File: src/rtl/sram_bus_pkg.sv
`default_nettype none
// ============================================================================
// Module   : sram_bus_pkg
// Purpose  : Shared index widths, response record and default address map
//            for the multi-master SRAM bus mux.
// Revision : 1.0 - initial release
// ============================================================================
package sram_bus_pkg;

    localparam int MAX_MASTERS = 8;
    localparam int MAX_SLAVES  = 16;
    localparam int MIDX_W      = $clog2(MAX_MASTERS);
    localparam int SIDX_W      = $clog2(MAX_SLAVES);

    localparam logic [4*64-1:0] DEF_SLAVE_BASE =
        {64'h80000000, 64'h60000000, 64'h10000000, 64'h0};
    localparam logic [4*64-1:0] DEF_SLAVE_MASK =
        {~64'hFFFF, ~64'h7, ~64'hFFF, ~64'hFFFF};
    localparam logic [63:0] DEF_ERR_DATA = 64'hDEADBEEF_DEADBEEF;

    typedef struct packed {
        logic              valid;
        logic [MIDX_W-1:0] midx;
        logic [SIDX_W-1:0] sidx;
        logic              unmapped;
    } resp_t;

endpackage
`default_nettype wire

File: src/rtl/rr_arbiter.sv
`default_nettype none
// ============================================================================
// Module   : rr_arbiter
// Purpose  : Combinational round-robin arbiter with a registered priority
//            pointer; one grant per cycle.
// Revision : 1.0 - initial release
// ============================================================================
module rr_arbiter #(
    parameter int N = 2,
    localparam int IDX_W = (N > 1) ? $clog2(N) : 1
) (
    input  logic             clk,
    input  logic             rst,
    input  logic [N-1:0]     req_i,
    output logic [N-1:0]     gnt_o,
    output logic [IDX_W-1:0] gnt_idx_o
);

    logic [IDX_W-1:0] ptr_q;
    logic [IDX_W-1:0] ptr_d;
    logic             found;

    // Search starts at the pointer and wraps; the first requester wins.
    always_comb begin
        found     = 1'b0;
        gnt_idx_o = '0;
        gnt_o     = '0;
        for (int i = 0; i < N; i++) begin
            if (!found && req_i[(int'(ptr_q) + i) % N]) begin
                found     = 1'b1;
                gnt_idx_o = IDX_W'((int'(ptr_q) + i) % N);
            end
        end
        if (found) begin
            gnt_o[gnt_idx_o] = 1'b1;
        end
        ptr_d = IDX_W'((int'(gnt_idx_o) + 1) % N);
    end

    always_ff @(posedge clk) begin
        if (rst) begin
            ptr_q <= '0;
        end else if (found) begin
            ptr_q <= ptr_d;
        end
    end

endmodule
`default_nettype wire

File: src/rtl/sram_bus_mux.sv
`default_nettype none
// ============================================================================
// Module   : sram_bus_mux
// Purpose  : Round-robin shared SRAM bus with base/mask slave decode, tagged
//            one-cycle response path and unmapped-access reporting.
// Revision : 1.0 - initial release
// ============================================================================
module sram_bus_mux
    import sram_bus_pkg::*;
#(
    parameter int NUM_MASTERS = 2,
    parameter int NUM_SLAVES  = 4,
    parameter int LEN_ADDR    = 64,
    parameter int LEN_DATA    = 64,
    parameter logic [NUM_SLAVES*LEN_ADDR-1:0] SLAVE_BASE = DEF_SLAVE_BASE,
    parameter logic [NUM_SLAVES*LEN_ADDR-1:0] SLAVE_MASK = DEF_SLAVE_MASK,
    parameter logic [LEN_DATA-1:0]            ERR_DATA   = DEF_ERR_DATA
) (
    input  logic                              clk,
    input  logic                              rst,
    input  logic [NUM_MASTERS-1:0]            master_ena,
    input  logic [NUM_MASTERS*LEN_ADDR-1:0]   master_addra,
    input  logic [NUM_MASTERS*LEN_DATA-1:0]   master_dina,
    input  logic [NUM_MASTERS*LEN_DATA/8-1:0] master_wea,
    output logic [NUM_MASTERS-1:0]            master_gnt,
    output logic [NUM_MASTERS-1:0]            master_rvalid,
    output logic [NUM_MASTERS*LEN_DATA-1:0]   master_douta,
    output logic [NUM_SLAVES-1:0]             slave_ena,
    output logic [NUM_SLAVES*LEN_ADDR-1:0]    slave_addra,
    output logic [NUM_SLAVES*LEN_DATA-1:0]    slave_dina,
    output logic [NUM_SLAVES*LEN_DATA/8-1:0]  slave_wea,
    input  logic [NUM_SLAVES*LEN_DATA-1:0]    slave_douta,
    output logic                              err_valid,
    output logic [LEN_ADDR-1:0]               err_addr,
    output logic [15:0]                       err_count
);

    localparam int BE_W   = LEN_DATA / 8;
    localparam int AIDX_W = (NUM_MASTERS > 1) ? $clog2(NUM_MASTERS) : 1;

    logic [AIDX_W-1:0]   gnt_idx;
    logic                req_any;
    logic [LEN_ADDR-1:0] g_addr;
    logic [LEN_DATA-1:0] g_din;
    logic [BE_W-1:0]     g_we;
    logic                hit;
    logic [SIDX_W-1:0]   sidx;

    resp_t               resp_d, resp_q;
    logic [LEN_ADDR-1:0] err_addr_d, err_addr_q;
    logic [15:0]         err_count_d, err_count_q;

    rr_arbiter #(.N(NUM_MASTERS)) u_arb (
        .clk       (clk),
        .rst       (rst),
        .req_i     (master_ena),
        .gnt_o     (master_gnt),
        .gnt_idx_o (gnt_idx)
    );

    // Descending scan so the lowest-numbered matching slave wins overlaps.
    always_comb begin
        req_any = |master_ena;
        g_addr  = master_addra[int'(gnt_idx)*LEN_ADDR +: LEN_ADDR];
        g_din   = master_dina[int'(gnt_idx)*LEN_DATA +: LEN_DATA];
        g_we    = master_wea[int'(gnt_idx)*BE_W +: BE_W];
        hit     = 1'b0;
        sidx    = '0;
        for (int s = NUM_SLAVES - 1; s >= 0; s--) begin
            if ((g_addr & SLAVE_MASK[s*LEN_ADDR +: LEN_ADDR]) == SLAVE_BASE[s*LEN_ADDR +: LEN_ADDR]) begin
                hit  = 1'b1;
                sidx = SIDX_W'(s);
            end
        end
    end

    always_comb begin
        slave_ena   = '0;
        slave_addra = '0;
        slave_dina  = '0;
        slave_wea   = '0;
        if (req_any && hit) begin
            slave_ena[sidx]                              = 1'b1;
            slave_addra[int'(sidx)*LEN_ADDR +: LEN_ADDR] = g_addr;
            slave_dina[int'(sidx)*LEN_DATA +: LEN_DATA]  = g_din;
            slave_wea[int'(sidx)*BE_W +: BE_W]           = g_we;
        end
    end

    always_comb begin
        resp_d.valid    = req_any;
        resp_d.midx     = MIDX_W'(gnt_idx);
        resp_d.sidx     = sidx;
        resp_d.unmapped = !hit;
        err_addr_d      = err_addr_q;
        err_count_d     = err_count_q;
        if (req_any && !hit) begin
            err_addr_d = g_addr;
            if (err_count_q != 16'hFFFF) begin
                err_count_d = err_count_q + 16'd1;
            end
        end
    end

    always_ff @(posedge clk) begin
        if (rst) begin
            resp_q      <= '0;
            err_addr_q  <= '0;
            err_count_q <= '0;
        end else begin
            resp_q      <= resp_d;
            err_addr_q  <= err_addr_d;
            err_count_q <= err_count_d;
        end
    end

    always_comb begin
        master_rvalid = '0;
        master_douta  = '0;
        for (int m = 0; m < NUM_MASTERS; m++) begin
            if (resp_q.valid && (resp_q.midx == MIDX_W'(m))) begin
                master_rvalid[m] = 1'b1;
                master_douta[m*LEN_DATA +: LEN_DATA] = resp_q.unmapped ? ERR_DATA :
                    slave_douta[int'(resp_q.sidx)*LEN_DATA +: LEN_DATA];
            end
        end
    end

    assign err_valid = resp_q.valid & resp_q.unmapped;
    assign err_addr  = err_addr_q;
    assign err_count = err_count_q;

endmodule
`default_nettype wire

File: config.mk
export PLATFORM = sky130hd
export DESIGN_NAME = sram_bus_mux
export DESIGN_NICKNAME = d
export VERILOG_FILES = /design/src/rtl/sram_bus_pkg.sv /design/src/rtl/rr_arbiter.sv /design/src/rtl/sram_bus_mux.sv
export SDC_FILE = /design/constraint.sdc
export NUM_CORES = 1
export LEC_CHECK = 0
export ABC_AREA = 1
export CAP_MARGIN = 20
export CORE_AREA = 4 4 497 499
export CTS_CLUSTER_DIAMETER = 80
export DETAILED_ROUTE_END_ITERATION = 12
export DIE_AREA = 0 0 501 503
export PLACE_DENSITY = 0.3
export REMOVE_ABC_BUFFERS = 1
export SLEW_MARGIN = 20
export SYNTH_ARGS = -nofsm -noshare
export SYNTH_HDL_FRONTEND = slang
export SYNTH_SLANG_ARGS = --single-unit
File: constraint.sdc
create_clock -name clk -period 11.7 [get_ports clk]
set_input_delay 2.34 -clock clk [delete_from_list [all_inputs] [get_ports clk]]
set_output_delay 2.34 -clock clk [all_outputs]
set_load 0.1 [all_outputs]
==> flow_metrics.env <==
export IMPL_worst_clock_skew_ns=0.02507
export IMPL_wl_mm=170.8
export IMPL_rsz0062_at_grt="no"
export IMPL_synth_compound_area_frac=0.1212
export IMPL_fmax_mhz=93.33
export IMPL_vias=19830
export IMPL_post_cts_buffers=0
export IMPL_ys_flop_type="dfxtp_1"
export IMPL_synth_mux_area_frac=0
export IMPL_path_max_fanout=75
export IMPL_synthAdderAreaFrac=0.007093
export IMPL_slew_viol_final=0
export IMPL_synth_seq_cells=86
export IMPL_reg2reg_depth=17
export IMPL_yosys_area_top_type_share=0.2532
export IMPL_area_delta_synth_final_pct=145.5
export IMPL_path_class="in2out"
export IMPL_pwr_share_seq=0.182
export IMPL_swShare=0.5874
export IMPL_drt_iter0_drc=1191
export IMPL_yosysSeqAreaShare=0.1394
export IMPL_die_area_mm2=0.2520
export IMPL_drt_pass1_iterations=5
export IMPL_synth_edf_count=0
export IMPL_switchingPower_uw=1047
export IMPL_nets=3993
export IMPL_cp_start_kind="input pin"
export IMPL_cap_violations=0
export IMPL_arrival_ns=8.37
export IMPL_syn_area_mm2=0.01235
export IMPL_clk_latency_ns=0.44
export IMPL_port_buffers=1108
export IMPL_hold_viol=0
export IMPL_finalInstanceArea_mm2=0.03031
export IMPL_placementRows=181
export IMPL_min_period_over_period=0.9157
export IMPL_cts_resized=0
export IMPL_pwr_share_clk=0.191
export IMPL_antenna_found_initial=87
export IMPL_combPwrFrac=0.628
export IMPL_async_reset_ff_frac=0
export IMPL_setup_viol=0
export IMPL_r2r_end="err_addr[18]"
export IMPL_rr_startpoint="u_arb.ptr_q"
export IMPL_slew_headroom=0.2445
export IMPL_cts_made_buffers=9
export IMPL_final_util=0.1250
export IMPL_track_usage=0.1280
export IMPL_final_common_cell="nand2_1"
export IMPL_dpl_hpwl_mm=147.6
export IMPL_total_power_uw=1782
export IMPL_vias_per_cell=2.965
export IMPL_worst_slew_pin_slew_ns=1.130
export IMPL_hold_buffers=0
export IMPL_crit_start="master_ena[0]"
export IMPL_p_per_area_mw_per_mm2=58.79
export IMPL_clk_path_buf_depth=2
export IMPL_io_pins=1293
export IMPL_cts_tree="done"
export IMPL_synth_area_leaders="nand2_1 25%, nor2_1 22%, dfxtp_1 14%, buf_4 11%, o21ai_0 5.3%"
export IMPL_p_int_uw=735.3
export IMPL_htreeDepth=3
export IMPL_ant_nets=0
export IMPL_cts_sinks=86
export IMPL_rrSetupSlack_ns=6.53
export IMPL_whs_ns=0.4659
export IMPL_drive_gt1_frac=0.1344
export IMPL_core_area_mm2=0.2425
export IMPL_clk_pin_slew_ns=0.08
export IMPL_fillers=28290
export IMPL_status="finished clean"
export IMPL_vdd_ir_drop_worst_mv=0.06019
export IMPL_drt_wirelength_per_cell_um=25.54
export IMPL_syn_avg_cell_area_um2=4.967
export IMPL_die_h_um=503
export IMPL_drcViolationCount=0
export IMPL_synth_simple_area_share=0.5226
export IMPL_hp_class="reg2reg"
export IMPL_initial_core_util=0.05091
export IMPL_required_ns=9.36
export IMPL_syn_inst=2486
export IMPL_synth_yosys_warnings=0
export IMPL_grt_max_degree=117
export IMPL_power_leakage_uw=0.01116
export IMPL_grt_pass1_wl_mm=212.4
export IMPL_gp_routability_congestion=0.8115
export IMPL_synth_area_leader_cell="nand2_1"
export IMPL_endpoint="slave_addra[141]"
export IMPL_period_minus_slack_ns=10.71
export IMPL_first_global_vias=19600
export IMPL_synth_xor_area_frac=0.009930
export IMPL_overflow=0
export IMPL_dpl_cell_area_mm2=0.02994
export IMPL_fp_dieW_um=501
export IMPL_mostFrequentLayoutCells="830 x nand2_1, 721 x clkdlybuf4s50_1, 713 x nor2_1"
export IMPL_synth_cell_type_count=31
export IMPL_root_buffer="clkbuf_16"
export IMPL_synth_top_family_by_area="simple AND/OR/NAND/NOR gates"
export IMPL_end_kind="output port"
-- sequential cells by signal, indices dropped and copies added (netlist names) --
register	cells
u_arb.ptr_q	1
resp_q	5
err_count	16
err_addr	64
-- worst min path at each step --
stage	startpoint	endpoint	depth (start not counted)
floorplan	u_arb.ptr_q	u_arb.ptr_q	2
global placement	err_addr[12]	err_addr[12]	2
detailed placement	err_addr[32]	err_addr[32]	2
CTS	err_addr[22]	err_addr[22]	2
global route	err_addr[32]	err_addr[32]	2
finish	err_addr[32]	err_addr[32]	2
-- cells by family after synthesis --
kind of cell               after synthesis
other                                    1
and+or+nand+nor                       1657
buffers and inverters                  442
DFF                                     86
xor gates and xnor gates                14
AOI/OAI and AO/OA                      279
adders and majority gates                7
-- cell type report --
type | count | area, um^2 | area share
diodes | 26 | 65.06 | 0.002146
clock buffers | 9 | 225.2 | 0.007430
clock inverters | 7 | 80.08 | 0.002642
inverters | 74 | 286.5 | 0.009453
multi-input cells | 2141 | 8941 | 0.2950
flip-flops and latches | 86 | 1733 | 0.05717
well taps | 3202 | 4006 | 0.1322
repair buffers | 1142 | 14970 | 0.4940
-- through the flow --
stage / TNS (ns) / setup WS, ns / instances
final: 0 / 0.9858 / 6687
after global routing: 0 / 0.4018 / 6676
after floorplan: -29.94 / -0.3327 / 2301
after global placement: 0 / 0.5371 / 6644
after detailed placement: 0 / 0.6955 / 6645
after CTS: 0 / 0.6767 / 6661
-- power groups by stage --
stage	logic [uW]	registers (uW)	clock network, uW
floorplan	550	457	0
global placement	1140	330	0
detailed placement	1130	330	0
CTS	1140	324	369
global route	1170	326	373
finish	1120	324	340
-- Yosys cell counts, drive strengths merged (5+ instances only) --
master and number:
a21oi 80, buf 268, clkbuf 100, dfxtp 86
ha 7, inv 74, nand2 839, nand3 63
nand3b 23, nor2 719, nor3 9, o21ai 133
o22ai 64, xnor2 5, xor2 9
-- metal layers --
layer / global-route usage / wire length, um / part of all wire
met1: 0.1477 / 67440 / 0.39
met2: 0.2402 / 89150 / 0.52
met3: 0.02964 / 10880 / 0.064
met4: 0.02328 / 3174 / 0.019
met5: 0 / 123 / 0.00072
-- critical path, cell delays in order --
cell and delay [ns]:
clkdlybuf4s50_1 0.50, nand2_2 0.43, nand2_8 0.42, nand2_1 0.21, nand2_1 0.10, nor2_1 0.14
nand2_1 0.07, nor2_1 0.28, nand2_1 0.12, nor2_2 0.20, inv_1 0.08, o21ai_2 0.38
inv_1 0.29, ha_1 0.41, inv_1 0.10, nor2_1 0.20, nand3_4 0.16, inv_6 0.52
buf_4 0.35, nand2_1 0.23, nor2_1 0.45, buf_12 0.24
Power figures use the tool's default switching activity.
